### config.mk
export PLATFORM = sky130hd
export DESIGN_NAME = vc_plane_scheduler
export DESIGN_NICKNAME = d
export VERILOG_FILES = /design/src/rtl/vc_plane_scheduler.sv
export SDC_FILE = /design/constraint.sdc
export NUM_CORES = 1
export LEC_CHECK = 0
export CAP_MARGIN = 0
export CORE_UTILIZATION = 30
export CTS_CLUSTER_SIZE = 28
export DETAILED_ROUTE_END_ITERATION = 10
export GPL_TIMING_DRIVEN = 0
export MAX_ROUTING_LAYER = met4
export PLACE_DENSITY = 0.61
export REMOVE_ABC_BUFFERS = 1
export SYNTH_ARGS = -nofsm -noshare
export SYNTH_HDL_FRONTEND = slang
export SYNTH_SLANG_ARGS = --single-unit
### constraint.sdc
create_clock -name clk -period 2.15 [get_ports clk]
set_input_delay 0.43 -clock clk [delete_from_list [all_inputs] [get_ports clk]]
set_output_delay 0.43 -clock clk [all_outputs]
set_load 0.005 [all_outputs]
### src/rtl/vc_plane_scheduler.sv
// Rotating VC-plane selector: one registered plane index with optional idle-skip,
// fanned out to four pipeline stages either directly or through a 3-deep delay line.
module vc_plane_scheduler #(
  parameter  int VC        = 4,
  parameter  int SKIP_IDLE = 1,
  parameter  int STAGGER   = 1,
  localparam int SEL_W     = ($clog2(VC) > 1) ? $clog2(VC) : 1
) (
  input  logic             clk,
  input  logic             rst,
  input  logic [VC-1:0]    vcActive,
  input  logic             hold,
  output logic [SEL_W-1:0] VCPlaneSelectorCFSM,
  output logic [SEL_W-1:0] VCPlaneSelectorHFB,
  output logic [SEL_W-1:0] VCPlaneSelectorVCG,
  output logic [SEL_W-1:0] VCPlaneSelectorSwitchControl,
  output logic [VC-1:0]    planeOneHot,
  output logic             planeValid
);

  logic [SEL_W-1:0] r_cur;
  logic [SEL_W-1:0] w_adv;
  logic [SEL_W-1:0] w_next;
  logic [SEL_W:0]   w_sum;
  logic             w_found;

  always_comb begin
    w_adv   = (r_cur == SEL_W'(VC - 1)) ? '0 : r_cur + 1'b1;
    w_next  = w_adv;
    w_sum   = '0;
    w_found = 1'b0;
    if (SKIP_IDLE != 0) begin
      // Offsets 1..VC scanned in order; offset VC lands on cur itself, so it is checked last.
      for (int unsigned k = 1; k <= VC; k++) begin
        w_sum = {1'b0, r_cur} + (SEL_W + 1)'(k);
        if (w_sum >= (SEL_W + 1)'(VC))
          w_sum = w_sum - (SEL_W + 1)'(VC);
        if (!w_found && vcActive[w_sum[SEL_W-1:0]]) begin
          w_next  = w_sum[SEL_W-1:0];
          w_found = 1'b1;
        end
      end
    end
  end

  always_ff @(posedge clk) begin
    if (rst)
      r_cur <= '0;
    else if (!hold)
      r_cur <= w_next;
  end

  assign VCPlaneSelectorCFSM = r_cur;
  assign planeOneHot         = VC'(1) << r_cur;
  assign planeValid          = vcActive[r_cur];

  if (STAGGER != 0) begin : g_stagger
    logic [SEL_W-1:0] r_dly [3];

    // Shifts every cycle, even while rotation is held.
    always_ff @(posedge clk) begin
      if (rst) begin
        r_dly[0] <= '0;
        r_dly[1] <= '0;
        r_dly[2] <= '0;
      end else begin
        r_dly[0] <= r_cur;
        r_dly[1] <= r_dly[0];
        r_dly[2] <= r_dly[1];
      end
    end

    assign VCPlaneSelectorHFB           = r_dly[0];
    assign VCPlaneSelectorVCG           = r_dly[1];
    assign VCPlaneSelectorSwitchControl = r_dly[2];
  end else begin : g_flat
    assign VCPlaneSelectorHFB           = r_cur;
    assign VCPlaneSelectorVCG           = r_cur;
    assign VCPlaneSelectorSwitchControl = r_cur;
  end

endmodule

### Yosys cells after proc, flatten, opt, wreduce, memory -nomap -nowiden

Memories as Yosys holds them, arrays and structs flattened.
Cells that the tools add are included.

* logic and storage cells: 59
* input port bits: 7
* memories: 1
* memory bits (writable): 6
* register bits after elaboration: 2
* output and inout port bits: 13

* add/sub/neg operators: 9
* equal/unequal tests: 1
* bitwise logic cells: 3
* multiplexer cells: 28
* shift operators: 1
* reductions and logical operators: 6
* order comparisons: 9

Memories
* g_stagger.r_dly: words 3, width 2, read ports 3, clocked after memory_dff 0, write ports 3, RTL line 58 `logic [SEL_W-1:0] r_dly [3];`

Operators by type and width (number)
* $mux 2: 12
* $lt 2x3->1 const B: 5
* $ge 3x3->1 const B: 4
* $mux 1: 11
* $bmux 1 s2: 5
* $sub 2x1->2 const B: 4
* $add 2x2->3 const B: 2
* $shl 1x2->4 const A: 1
* $add 2x1->3 const B: 1
* $add 2x3->3 const B: 1
* $logic_and 1x1->1: 3
* $logic_not 1->1: 3
* $or 1x1->1: 3
* $add 2x1->2 const B: 1
* $eq 2x2->1 const B: 1

### Depth between registers and ports, before layout

* depth after elaboration: 15
* depth in mapped cells: 8

### Worst setup path before layout

OpenSTA, ideal clock, no wires.

* path kind: flip-flop to flip-flop
* start: reg r_cur[0] (netlist: VCPlaneSelectorCFSM[0])
* end: reg r_cur[1] (netlist: VCPlaneSelectorCFSM[1])
* stages on the path, launching flop included: 9
* required time: 2071 ps
* path buffers: 1
* setup slack: 169 ps
* data arrival time: 1901 ps
* period minus slack after synthesis: 1981 ps
* path through: dfxtp_1 > buf_6 > inv_1 > ha_1 > mux4_2 > nand2b_4 > o31ai_4 > a221oi_2 > a211oi_2

* longest elaborated chain between the ends: 15
* elaborated cells between the ends (all ways): 40

Ends and longest elaborated chain
* from (decl): RTL line 21 `logic [SEL_W-1:0] r_cur;`
* from (signal assigned): RTL line 50 `r_cur <= w_next;`
* $add 2x1->3: RTL line 35 `w_sum = {1'b0, r_cur} + (SEL_W + 1)'(k);`
* $ge 3x3->1 / $sub 2x1->2 (equally long branches): RTL line 36, 37
* $mux 2: RTL line 36 `if (w_sum >= (SEL_W + 1)'(VC))`
* $bmux 1 s2: RTL line 38 `if (!w_found && vcActive[w_sum[SEL_W-1:0]]) begin`
* $mux 1 (not written as such): RTL line 38
* $mux 1: RTL line 38
* $logic_not 1->1: RTL line 38
* $logic_and 1x1->1: RTL line 38
* $mux 1: RTL line 38
* $logic_not 1->1: RTL line 38
* $logic_and 1x1->1: RTL line 38
* $mux 1: RTL line 38
* $logic_not 1->1: RTL line 38
* $logic_and 1x1->1: RTL line 38
* $mux 2 *: RTL line 38

Every way passes the cells marked *; elsewhere a longest branch is shown, timed or not. The select of a mux whose other input is x is not followed.
A chain may end at the register's enable or synchronous reset.

### Worst setup path after layout

* start: in vcActive[2]
* end: out planeValid

* longest elaborated chain between the ends: 2

Ends and longest elaborated chain
* from (decl): RTL line 11 `input logic [VC-1:0] vcActive,`
* $bmux 1 s2: RTL line 55 `assign planeValid = vcActive[r_cur];`
* $mux 1 (not written as such): RTL line 55
* to (decl): RTL line 18 `output logic planeValid`

No other way between the ends. The select of a mux whose other input is x is not followed.

==> results.md <==
* Global route total overflow at 0
* Comb power frac at between 50% and 60%
* Antenna-violating nets left at 0
* Synth unique cells at 17
* Yosys reg bits at 8
* WS Path Type: primary input to output pin
* Worst Skew at ~3 ps
* Die Span X at between 40 and 50 um
* Critical Path RT at ~1700 ps
* Total GRT Usage at between 10% and 20%
* Vias/cell at a little under 5
* Commonest non-fill, non-tap cell in the layout: clkdlybuf4s50_1
* Layout cells sized above 1 at between 20% and 30%
* Crit. End Element: output pin
* Power density over the cells at ~940 nW/um2
* Total of max-cap violations at 0
* Root buffer cell: clkbuf_4
* Clock network power share at 15.6%
* Vias in the first global route at around 360
* Fill cells at between 150 and 200
* Nets at 82
* Fmax at between 400 and 500 MHz
* Mapped Area at a little over 500 um2
* Die Area at 1870 um2
* RSZ-0062 raised after global routing: false
* Final Setup Violations at 0
* Mapped Cells at between 40 and 50
* Tmin final at ~2100 ps
* Final Cycle Share at between 90 and 100%
* Port Buffers at 19
* Most frequent cells in the layout: clkdlybuf4s50_1, nor2_1, dfxtp_1, buf_4
* Placed Area at roughly 700 um2
* Yosys warns at 0
* Final Wtd Congestion at 0.741
* Hold Startpoint: g_stagger.r_dly[0][3]$_SDFF_PP0_
* Pin count of the biggest net entering global routing at 14
* Total number of vias at 417
* CP Max Fanout at 6
* Rel. slew slack at between 70 and 80%
* DRC viols at 0
* First-pass GRT wire length at 1500 um
* Clk slew on worst S/H paths at around 50 ps
* Site row count at 14
* TritonCTS clock tree: built
* Post-synth top area cell: dfxtp_1
* First DRT Iteration DRCs at 5
* Sw Pwr at 235 uW
* Worst VDD drop at ~390 uV
* Overall power at just over 700 uW
* P&R area growth vs syn at 49.3%
* Core Box Area at around 1500 um2
* DP HPWL at between 600 and 700 um
* Crit path launch: vcActive[2]
* Sequential fraction of the synthesis area at about a third
* Clock Path Buffers at 2
* Fin Setup TNS at 0 ps
* Slew Viols, Final at 0
* CTS Sinks at 8
* Final Instance Area at between 700 and 800 um2
* Leakage at 0.000313 uW
* Int Power at a little under 500 uW
* Status: completed
* Die span in y at around 43 um
* Clock Latency Late Sink at 250 ps
* Crit path launch type: primary input
* H-tree Lvls at 1
* Diode count at 0
* # IOs at 20
* CP arrival at approximately 1700 ps
* Ranking of synthesized cells by area: dfxtp_1, mux4_1, ha_1, mux4_2, mux2i_1
* Part of the power in registers at 28.6%
* Endpoints failing hold at 0
* TritonRoute pass-1 iters at 3
* Top-area cell type share of the netlist area at a little under a third
* Initial core utilization at between 30 and 40%
* Post-cts hold buffer count at 0
* Mean Syn Cell Area at about 12 um2
* Final core occ at a little under 50%
* Initial antenna violation count at 0
* Total CTS buffers at 3
* Launch point of the worst reg-to-reg path: VCPlaneSelectorCFSM[1]$_SDFFE_PP0P_
* Worst Max-Slew Pin Slew at about 340 ps
* WL final at between 900 and 1000 um
* WL/cell at 11.5 um
* Hold Crit Class: register to register
* Net Sw Frac at between 30% and 40%
## repair_timing
| action | CTS | global route |
|---|---|---|
| buffers inserted | 1 | 4 |
| setup endpoints to repair | 5 | 1 |
| pin swaps | 0 | 0 |
| gates cloned | 0 | 0 |
| resized for setup | 8 | 2 |
## sequential cells by signal (all words and copies together) (netlist names)
name                 count
VCPlaneSelectorCFSM      2
g_stagger.r_dly          6
## final timing paths
check	endpoint	slack, ps	cells after the start
setup / recovery	planeValid	60	3
hold / removal	g_stagger.r_dly[0][5]$_SDFF_PP0_	460	1
setup reg to reg	VCPlaneSelectorCFSM[1]$_SDFFE_PP0P_	140	7
hold reg to reg	g_stagger.r_dly[0][5]$_SDFF_PP0_	460	1
## kinds of logic after synthesis
family / Yosys count / share of synthesized area [%]
buffers and inverters: 5 / 5.15
AND/OR/NAND/NOR: 11 / 12.0
adder cells (fa/ha/maj): 4 / 9.80
flip-flops: 8 / 31.4
AO/OA/AOI/OAI: 7 / 14.7
multiplexers: 8 / 27.0
## stage by stage
step	cells	hold slack, ps	worst slack, ps
2_1_floorplan	42	460	10.5
3_3_place_gp	77	447	-279
3_5_place_dp	77	447	-295
4_1_cts	81	460	9.44
5_1_grt	85	469	16.9
6_report	85	456	64.9
## layer usage
metal | global-route usage [%] | routed length (um) | up-vias
li1 | - | - | 210
met1 | 13.7 | 451 | 197
met2 | 16.1 | 492 | 10
met3 | 6.38 | 36 | 0
met4 | 3.64 | 0 | 0
met5 | - | 0 | -
## power by group through the flow
stage	logic (uW)	clock network, uW	registers (uW)
detailed placement	346	0	215
global placement	347	0	215
CTS	357	118	218
floorplan	215	0	209
finish	400	111	205
global route	429	129	209
## layout make-up
type | instances | area [um2] | share of cell area (%)
well taps | 16 | 20.0 | 2.63
flip-flops and latches | 8 | 165 | 21.7
repair buffers | 24 | 219 | 28.7
clock buffers | 3 | 22.5 | 2.96
inverters | 4 | 15.0 | 1.97
multi-input cells | 30 | 320 | 42.0
## cells in the mapped netlist
library cell	n
a211oi_2	1
a21oi_1	1
a221oi_2	1
a22oi_1	1
buf_6	1
dfxtp_1	8
ha_1	4
inv_1	4
mux2i_1	4
mux4_1	2
mux4_2	2
nand2b_4	1
nor2_1	6
nor2b_1	4
o21ai_0	1
o31ai_4	1
o32ai_1	1
## worst max-delay path: stages
cell and delay, ps:
dlygate4sd2_1 280, mux4_2 480, clkdlybuf4s50_1 460
Note: power is estimated with default switching activity, not from simulation.
